File: src/rtl/irq_pending_arbiter_if.sv
// Request/grant bundle between event sources, the pending arbiter
// and the consumer of the encoded interrupt ID.
interface irq_pending_arbiter_if #(
   parameter int N = 4,
   parameter int W = 2
);
   logic [N-1:0] req;
   logic [N-1:0] mask;
   logic         irq_ack;
   logic         irq_valid;
   logic [W-1:0] irq_id;
   logic [N-1:0] pending;
   logic [N-1:0] overrun;

   modport master (
      output req,
      output mask,
      output irq_ack,
      input  irq_valid,
      input  irq_id,
      input  pending,
      input  overrun
   );

   modport slave (
      input  req,
      input  mask,
      input  irq_ack,
      output irq_valid,
      output irq_id,
      output pending,
      output overrun
   );
endinterface

File: src/rtl/irq_pending_arbiter.sv
// Edge-triggered sticky pending latch with highest-index-first
// grant presentation over a valid/ack handshake.
module irq_pending_arbiter #(
   parameter int N = 4,
   parameter int W = 2
) (
   input  logic                clk,
   input  logic                rst_n,
   irq_pending_arbiter_if.slave bus
);

   typedef enum logic [1:0] {
      IDLE    = 2'b01,
      PRESENT = 2'b10
   } state_t;

   state_t       r_state;
   state_t       w_next;
   logic [N-1:0] r_req_q;
   logic [N-1:0] r_pending;
   logic [N-1:0] r_overrun;
   logic [W-1:0] r_id;
   logic [N-1:0] w_edge;
   logic [N-1:0] w_clr;
   logic [W-1:0] w_sel;
   logic         w_valid;
   logic         w_grant;

   assign w_edge = bus.req & ~r_req_q & bus.mask;

   // Later iterations overwrite earlier ones, so the highest index wins.
   always_comb begin
      w_sel = '0;
      for (int k = 0; k < N; k++) begin
         if (r_pending[k]) begin
            w_sel = W'(k);
         end
      end
   end

   always_comb begin
      w_clr = '0;
      if (r_state == PRESENT && bus.irq_ack) begin
         w_clr[r_id] = 1'b1;
      end
   end

   always_ff @(posedge clk) begin
      if (!rst_n) begin
         r_state <= IDLE;
      end else begin
         r_state <= w_next;
      end
   end

   always_comb begin
      w_next  = IDLE;
      w_grant = 1'b0;
      unique case (r_state)
         IDLE: begin
            if (|r_pending) begin
               w_next  = PRESENT;
               w_grant = 1'b1;
            end
         end
         PRESENT: begin
            w_next = bus.irq_ack ? IDLE : PRESENT;
         end
         default: begin
            w_next = IDLE;
         end
      endcase
   end

   always_comb begin
      w_valid = 1'b0;
      unique case (r_state)
         PRESENT: w_valid = 1'b1;
         default: w_valid = 1'b0;
      endcase
   end

   // Set beats clear, and an edge racing its own clear is not an overrun.
   always_ff @(posedge clk) begin
      if (!rst_n) begin
         r_req_q   <= '0;
         r_pending <= '0;
         r_overrun <= '0;
         r_id      <= '0;
      end else begin
         r_req_q   <= bus.req;
         r_pending <= (r_pending & ~w_clr) | w_edge;
         r_overrun <= r_overrun | (w_edge & r_pending & ~w_clr);
         if (w_grant) begin
            r_id <= w_sel;
         end
      end
   end

   assign bus.irq_valid = w_valid;
   assign bus.irq_id    = r_id;
   assign bus.pending   = r_pending;
   assign bus.overrun   = r_overrun;

endmodule

File: src/flat_wrapper.sv
// flat-port wrapper written by rule: the top's interface ports become plain ports
module irq_pending_arbiter_flat 
#(
   parameter int N = 4,
   parameter int W = 2
)
  (clk, rst_n, bus_req, bus_mask, bus_irq_ack, bus_irq_valid, bus_irq_id, bus_pending, bus_overrun);
  irq_pending_arbiter_if #(.N(N), .W(W)) bus_i ();
  input  logic clk;
  input  logic rst_n;
  input wire logic [$bits(bus_i.req)-1:0] bus_req;
  input wire logic [$bits(bus_i.mask)-1:0] bus_mask;
  input wire logic [$bits(bus_i.irq_ack)-1:0] bus_irq_ack;
  output wire logic [$bits(bus_i.irq_valid)-1:0] bus_irq_valid;
  output wire logic [$bits(bus_i.irq_id)-1:0] bus_irq_id;
  output wire logic [$bits(bus_i.pending)-1:0] bus_pending;
  output wire logic [$bits(bus_i.overrun)-1:0] bus_overrun;
  assign bus_i.req = bus_req;
  assign bus_i.mask = bus_mask;
  assign bus_i.irq_ack = bus_irq_ack;
  assign bus_irq_valid = bus_i.irq_valid;
  assign bus_irq_id = bus_i.irq_id;
  assign bus_pending = bus_i.pending;
  assign bus_overrun = bus_i.overrun;
  irq_pending_arbiter #(.N(N), .W(W)) u_core (.clk(clk), .rst_n(rst_n), .bus(bus_i));
endmodule
File: config.mk
export PLATFORM = sky130hd
export DESIGN_NAME = irq_pending_arbiter_flat
export DESIGN_NICKNAME = d
export VERILOG_FILES = /design/src/rtl/irq_pending_arbiter_if.sv /design/src/rtl/irq_pending_arbiter.sv /design/src/flat_wrapper.sv
export SDC_FILE = /design/constraint.sdc
export NUM_CORES = 1
export LEC_CHECK = 0
export ABC_CLOCK_PERIOD_IN_PS = 1200
export CAP_MARGIN = 30
export CORE_ASPECT_RATIO = 1.25
export CORE_MARGIN = 1.5
export CORE_UTILIZATION = 30
export DETAILED_ROUTE_END_ITERATION = 10
export SKIP_CTS_REPAIR_TIMING = 1
export SYNTH_ARGS = -nofsm -noshare
export SYNTH_HDL_FRONTEND = slang
export SYNTH_SLANG_ARGS = --single-unit
File: constraint.sdc
create_clock -name clk -period 1.2 [get_ports clk]
set_clock_uncertainty 0.15 [all_clocks]
set_input_delay 0.12 -clock clk [delete_from_list [all_inputs] [get_ports clk]]
set_output_delay 0.12 -clock clk [all_outputs]
set_load 0.02 [all_outputs]
Yosys cells after proc, flatten, opt, wreduce, memory -nomap -nowiden
Cells that the tools add are included. Widths: inputs -> output; s select.

Flip-flop bits (word level): 16. Output and inout port bits: 11.

$lt $le $gt $ge: 2. Eq/ne operators: 2. Muxes and demuxes: 12. Bitwise logic cells: 9. Reductions and logical operators: 3.

Operators with widths (count): $and 4x4->4 (5); $mux 2 (4); $not 4->4 (2); $or 4x4->4 (2); $mux 1 (5); $mux 4 (1); $pmux 2 s2 (1); $reduce_or 4->1 (1); $lt 2x3->1 const B (1); $demux 1 s2 (1); $eq 2x1->1 const B (1); $eq 2x2->1 const B (1); $ge 2x1->1 const B (1); $logic_and 1x1->1 (2).

Depth between registers and ports, before layout
Gate-level depths: netlist (run 1).

Depth in word-level cells: 8. Depth in mapped cells: 5. Depth with buffers taken out: 5.

Worst setup path before layout (run 1)
No wires, ideal clock.

Kind: reg-to-reg. From: register u_core.r_state[0]. To: register u_core.r_overrun[0], in the netlist u_core.bus.overrun[0]. Setup time: 0.126 ns. Arrival: 1.107 ns. Slack: -0.183 ns. Cell stages (with the launch flop): 6. Cell sequence: dfxtp_1 > inv_1 > ha_1 > nand2_1 > o31ai_1 > o31ai_1.

Cells in the longest elaborated chain, start to end: 6.

Ends and longest elaborated chain: start, declared (line irq_pending_arbiter.sv:17) `state_t r_state;`; start signal, assigned (line irq_pending_arbiter.sv:52) `r_state <= w_next;`; $eq 2x2->1 (line irq_pending_arbiter.sv:43) `if (r_state == PRESENT && bus.irq_ack) begin`; $logic_and 1x1->1 (line irq_pending_arbiter.sv:43); $mux 4 (line irq_pending_arbiter.sv:43); $not 4->4 (line irq_pending_arbiter.sv:93) `r_overrun <= r_overrun | (w_edge & r_pending & ~w_clr);`; $and 4x4->4 (line irq_pending_arbiter.sv:93); $or 4x4->4 (line irq_pending_arbiter.sv:93); end signal, assigned (line irq_pending_arbiter.sv:93); end, declared (line irq_pending_arbiter.sv:21) `logic [N-1:0] r_overrun;`.

Every way passes these cells. A chain may end at the register's enable or synchronous reset.

Final worst setup path (run 1)
From: register u_core.r_state[0]. To: output bus_irq_valid.

Cells in the longest elaborated chain, start to end: 2.

Ends and longest elaborated chain: $eq 2x2->1 (line irq_pending_arbiter.sv:77) `unique case (r_state)`; $mux 1 (line irq_pending_arbiter.sv:77); end, declared (line flat_wrapper.sv:14) `output wire logic [$bits(bus_i.irq_valid)-1:0] bus_irq_valid;`.

Every way passes these cells.

==> impl_results.md, run 1 <==
- CP Capture Type: output port
- CP peak stage delay: 0.35 ns
- DR WL/cell: around 12 µm
- Worst Hold Class: in -> reg
- Critical-path top delay cell: dfxtp_2
- Sequential element share of the synthesized area: 52.1%
- Seq cells post-synth: 16
- Vias in the first global route: 529
- Initial antenna violation count: 0
- Crit Path Max Fanout: 2
- Comb pwr share: between 30% and 40%
- Global-route wire length before repair: between 2 and 2.5 mm
- Drt drc: 0
- Rel. slew slack: 77.6%
- Largest family of logic cells by synthesized area: compound AO/OA/AOI/OAI gates
- Final Util: 55.0%
- Internal power: about 0.0010 W
- Port Buffers: 21
- Power Dens Cells: between 1000 and 1500 mW/mm²
- Total grt overflow: 0
- Fin crit share: 109%
- Sw Ratio: 30.3%
- Die Ht: roughly 54 µm
- Root Buffer: clkbuf_4
- Clock sinks: 16
- Final ANT Viol Nets: 0
- Critical path, cell by cell: inv_2, ha_4, dlymetal6s2s_1
- Synthesized cell area: 614 µm²
- NetSw: between 0.0004 and 0.0005 W
- Synthesis-to-finish area growth: 75.6%
- RePlAce Congestion: between 0.8 and 0.9
- Die Area: 0.00233 mm²
- Leak: roughly 0.57 nW
- Core area: 0.00196 mm²
- Synth Area in XOR/XNOR: 0%
- Worst Tran Pin Value: 0.335 ns
- Path type of the worst setup path: reg -> out
- Most frequent cells in the layout: dfxtp_1, clkdlybuf4s50_1, dlymetal6s2s_1, buf_4, a21oi_1
- Share of power burned in registers: 42.4%
- Core Rows: 18
- DP HPWL: 1.09 mm
- Post-Synth Adder-Cell Area: 4.07%
- Setup ws final: -0.107 ns
- Clock-pin transition on the worst setup and hold timing paths: 0.10 ns
- Yosys cell types: 17
- Num ports: 22
- Fin. max-slew vios: 0
- Mux cell area share after synthesis: 0%
- H-tree depth: 1
- Minimum clock period: 1.31 ns
- Synthesis Warnings: 0
- Pin count of the biggest net entering global routing: 10
- Simple-Gate Fraction of Synth Area: 17.5%
- Syn Inst Count: between 60 and 70
- CTS tree: yes
- DRT Pass-1 Iters: 4
- Syn_area_per_cell: roughly 9.8 µm²
- RSZ-0062 raised after global routing: yes
- Clock buffer depth: 2
- Vias/cell: just under 5
- Failing checks: setup timing
- Max Fclk: between 700 and 800 MHz
- Ratio of cells with drive above 1 in the final layout: 33.0%
- Layout net count: 111
- Maximum vdd ir drop: 0.000803 V
- Startpoint Class: register
- Post-Layout Cell Count: ~120
- Worst Path Buf+Inv: 2
- Synth Area in Compound Gates: between 20% and 30%
- DRT Wirelength: 1.45 mm
- Setup violators final: 11
- Family with the most delay on the worst path: flip-flops
- WHS: around 0.27 ns
- Die Wd: 43.5 µm
- Max-cap violations: 0
- Initial Util: 31.4%
- Iter 0 DRT Violations: 8
- Req. time, crit path: 0.93 ns
- Antenna Diode Count: 0
- Overall routing resource usage: ~14%
- Clock power share: 24.4%
- CTS buffer count: 3
- Worst-Skew Late Latency: roughly 0.29 ns
- CP arrival: about 1.0 ns
- Placed cell count: 112
- Final Hold Viols: 0
- Status: complete, but fails checks
- Post-route setup TNS: -0.538 ns
- Syn_nets: between 70 and 80
- Via count: 570
- Commonest non-fill, non-tap cell in the layout: dfxtp_1
==> final timing paths <==
kind                               from               endpoint  slack [ns]  cells past startpoint
hold reg to reg   u_core.bus.overrun[2]  u_core.bus.overrun[2]        0.31                      2
setup / recovery      u_core.r_state[0]          bus_irq_valid       -0.11                      3
hold / removal               bus_req[3]      u_core.r_req_q[3]        0.27                      2
setup reg to reg      u_core.r_state[0]  u_core.bus.overrun[0]       -0.10                      6
==> power by group through the flow <==
stage	clock (W)	sequential (W)	combinational, W
after floorplan	0	0.000688	0.000218
after global placement	0	0.000642	0.000440
after detailed placement	0	0.000643	0.000445
after CTS	0.000365	0.000631	0.000447
after global routing	0.000396	0.000637	0.000529
final	0.000363	0.000629	0.000492
==> state kept, by name, summed over array words and instances (netlist names) <==
name / count
u_core.bus.overrun: 4
u_core.bus.irq_id: 2
u_core.r_req_q: 4
u_core.bus.pending: 4
u_core.r_state: 2
==> cell type report <==
| type | instances | area (µm²) |
|---|---|---|
| Fill cell | 175 | 881 |
| Multi-Input combinational cell | 40 | 357 |
| Sequential cell | 16 | 329 |
| Timing Repair Buffer | 31 | 309 |
| Clock buffer | 4 | 36.3 |
| Tap cell | 20 | 25.0 |
| Inverter | 6 | 22.5 |
==> cells in the mapped netlist, drive strengths merged <==
cell type  number  area share (%)
nor4            1             1.0
nand2           6             3.7
dfxtp          16              52
o41ai           1             2.6
nand2b          3             3.1
o31ai           6             7.3
and2            4             4.1
a21oi           7             5.7
buf             1             1.2
nand3           1            0.81
o311a           1             1.6
o21ai           3             2.4
nand3b          4             4.9
clkinv          1            0.61
a221o           1             1.6
inv             5             3.1
ha              2             4.1
==> kinds of logic after synthesis <==
| logic type | after synthesis |
|---|---|
| buffers and inverters | 7 |
| AO/OA/AOI/OAI | 19 |
| adder cells (fa/ha/maj) | 2 |
| AND/OR/NAND/NOR | 19 |
| flip-flops | 16 |
==> metal layers <==
layer,vias to the layer above,routed length [µm],track usage [%]
li1,293,-,-
met5,-,0,0
met2,16,692,23.6
met1,259,669,16.8
met3,2,75,3.36
met4,0,15,6.06
==> through the flow <==
| step | power, W | setup slack, ns | area (µm²) |
|---|---|---|---|
| 6_report | 0.00148 | -0.107 | 1080 |
| 5_1_grt | 0.00156 | -0.156 | 1080 |
| 4_1_cts | 0.00144 | -0.482 | 998 |
| 3_5_place_dp | 0.00109 | -0.188 | 962 |
| 3_3_place_gp | 0.00108 | -0.168 | 962 |
| 2_1_floorplan | 0.000906 | -0.000739 | 667 |
(Power assumes the default switching activity.)
==> inputs of run 2 (changes only) <==
GPL_TIMING_DRIVEN = 0   (was default)
==> run 2 against run 1 <==
The flow still finishes with violations (setup timing). Setup slack gained 0.049 ns. Largest power group unchanged. Combinational power shrank 23%. Clock-buffer cell count unchanged. Clock power is 19% lower.
==> impl_results.md, run 2 (synthesis results as in run 1) <==
- Total grt overflow: 0 (unchanged)
- Worst Path Buf+Inv: 2 (unchanged)
- Vias/cell: 5.06 (+3.9%)
- RR Endpoint: u_core.bus.irq_id[0]
- Layout net count: 106 (-4.5%)
- DR WL/cell: 13.3 µm (+7.0%)
- Max Fclk: 795 MHz (+3.9%)
- Initial Util: 31.4% (unchanged)
- Clock power share: 21.8% (-2.6 points)
- Maximum vdd ir drop: 0.000861 V (+7.3%)
- Power Dens Cells: 1370 mW/mm² (-0.35%)
- Critical path, cell by cell: inv_2, ha_4, clkbuf_2
- Ratio of cells with drive above 1 in the final layout: 37.0% (+4.0 points)
- DRT Wirelength: 1.49 mm (+2.4%)
- Path type of the worst setup path: reg -> out
- Leak: 0.436 nW (-24%)
- Comb pwr share: 28.2% (-5.0 points)
- Placed cell count: 104 (-7.1%)
- Worst reg2reg path startpoint: u_core.bus.pending[1]
- Hold Crit Depth: 2 (unchanged)
- Overall routing resource usage: 13.6% (-0.39 points)
- Share of power burned in registers: 49.9% (+7.5 points)
- Worst Tran Pin Value: 0.320 ns (-0.0152 ns)
- CTS buffer count: 3 (unchanged)
- CP peak stage delay: 0.35 ns (about the same)
- Hold path endpoint: u_core.r_req_q[3]
- Port Buffers: 21 (unchanged)
- Req. time, crit path: 0.93 ns (about the same)
- Die Ht: 53.6 µm (unchanged)
- Clock buffer depth: 2 (unchanged)
- Rel. slew slack: 78.6% (+1.0 points)
- FF-to-FF path depth: 3 (-3)
- Crit Path Max Fanout: 5 (+3)
- Vias in the first global route: 532 (+0.57%)
- Post-Layout Cell Count: 112 (-4.3%)
- Synthesis-to-finish area growth: 59.5%
- Status: complete, but fails checks
- Hold path start: bus_req[3]
- Fin crit share: 105% (-4.0 points)
- Final ANT Viol Nets: 0 (unchanged)
- DRT Pass-1 Iters: 4 (unchanged)
- Reg2reg setup slack: -0.06 ns (+0.04 ns)
- Num ports: 22 (unchanged)
- Drt drc: 0 (unchanged)
- Minimum clock period: 1.26 ns (-0.0485 ns)
- NetSw: 0.000420 W (-6.6%)
- CTS tree: yes
- Internal power: 0.000923 W (-11%)
- Clock sinks: 16 (unchanged)
- Critical-path top delay cell: dfxtp_2
- DP HPWL: 1.02 mm (-6.4%)
- Startpoint Class: register
- Root Buffer: clkbuf_4
- Global-route wire length before repair: 2.31 mm (-2.3%)
- Failing checks: setup timing
- CP Capture Type: output port
- Die Area: 0.00233 mm² (unchanged)
- Pin count of the biggest net entering global routing: 11 (+1)
- RePlAce Congestion: 0.769 (-5.7%)
- Final Hold Viols: 0 (unchanged)
- Fin. max-slew vios: 0 (unchanged)
- H-tree depth: 1 (unchanged)
- Worst Hold Class: in -> reg
- Most frequent cells in the layout: clkdlybuf4s50_1, dfxtp_1, a21oi_1, clkbuf_2, nand2_1
- Family with the most delay on the worst path: flip-flops
- CP arrival: 0.99 ns (-0.05 ns)
- Core area: 0.00196 mm² (unchanged)
- WHS: 0.276 ns (+0.00996 ns)
- Setup ws final: -0.0581 ns (+0.0485 ns)
- Commonest non-fill, non-tap cell in the layout: clkdlybuf4s50_1
- Setup violators final: 8 (-3)
- Initial antenna violation count: 0 (unchanged)
- Iter 0 DRT Violations: 13 (+5)
- Sw Ratio: 31.3% (+0.97 points)
- Die Wd: 43.5 µm (unchanged)
- Via count: 567 (-0.53%)
- Core Rows: 18 (unchanged)
- Antenna Diode Count: 0 (unchanged)
- Worst-Skew Late Latency: 0.28 ns (about the same)
- Max-cap violations: 0 (unchanged)
- Clock-pin transition on the worst setup and hold timing paths: 0.09 ns (about the same)
- RSZ-0062 raised after global routing: yes
==> run 2: cell types whose count changed in the layout (fill, tap and decap cells not counted), moves of 2 or more <==
| cell | before | now |
|---|---|---|
| buf_4 | 9 | 3 |
| clkbuf_2 | 1 | 7 |
| clkinvlp_4 | 0 | 2 |
| dfxtp_1 | 11 | 8 |
| dfxtp_4 | 1 | 4 |
| dlymetal6s2s_1 | 10 | 4 |
==> run 2: power by group through the flow <==
stage          registers (W)  clock network, W  logic (W)
2_1_floorplan       0.000688                 0   0.000218
3_3_place_gp        0.000665                 0   0.000375
3_5_place_dp        0.000666                 0   0.000382
4_1_cts             0.000654          0.000310   0.000385
5_1_grt             0.000680          0.000334   0.000413
6_report            0.000670          0.000293   0.000379
==> run 2: per-stage QoR <==
step	setup TNS [ns]	utilization [%]	instance area [µm²]	total power, W	setup slack [ns]
CTS	-4.93	47.4	928	0.00135	-0.497
detailed placement	-3.89	46.0	902	0.00105	-0.435
floorplan	-0.000739	-	667	0.000906	-0.000739
global placement	-3.75	46.0	902	0.00104	-0.398
finish	-0.339	50.0	980	0.00134	-0.0581
global route	-0.915	50.0	980	0.00143	-0.103
==> run 2: cell type report <==
| type | instances | area, µm² |
|---|---|---|
| clock buffers | 4 | 26.3 |
| flip-flops and latches | 16 | 340 |
| inverters | 6 | 26.3 |
| plain buffers | 1 | 11.3 |
| multi-input cells | 40 | 335 |
| well taps | 20 | 25.0 |
| repair inverters | 1 | 7.51 |
| repair buffers | 24 | 208 |
| fillers | 193 | 980 |
==> run 2: worst max path at each step <==
stage	startpoint	endpoint	slack, ns	depth (start not counted)
finish	u_core.r_state[0]	bus_irq_valid	-0.06	3
global route	u_core.bus.pending[1]	u_core.bus.irq_id[0]	-0.10	3
global placement	rst_n	u_core.bus.overrun[3]	-0.40	4
floorplan	u_core.bus.pending[3]	u_core.bus.irq_id[0]	-0.0007	3
detailed placement	rst_n	u_core.bus.overrun[0]	-0.43	4
CTS	u_core.r_state[0]	bus_irq_valid	-0.50	3
==> run 2: routing by layer <==
| layer | share of wire [%] | GRT usage, % | vias to the layer above | routed length, µm |
|---|---|---|---|---|
| met5 | 0 | 0 | - | 0 |
| met1 | 42 | 14.0 | 266 | 628 |
| met4 | 0.81 | 7.58 | 0 | 12 |
| met2 | 52 | 25.1 | 14 | 775 |
| li1 | - | - | 285 | - |
| met3 | 4.8 | 3.02 | 2 | 71 |
==> inputs of run 3 (changes only) <==
ABC_CLOCK_PERIOD_IN_PS = default   (was 1200)
CAP_MARGIN = 10   (was 30)
==> results of run 3 <==
Final layout, timing and power as in run 2 (identical DEF).
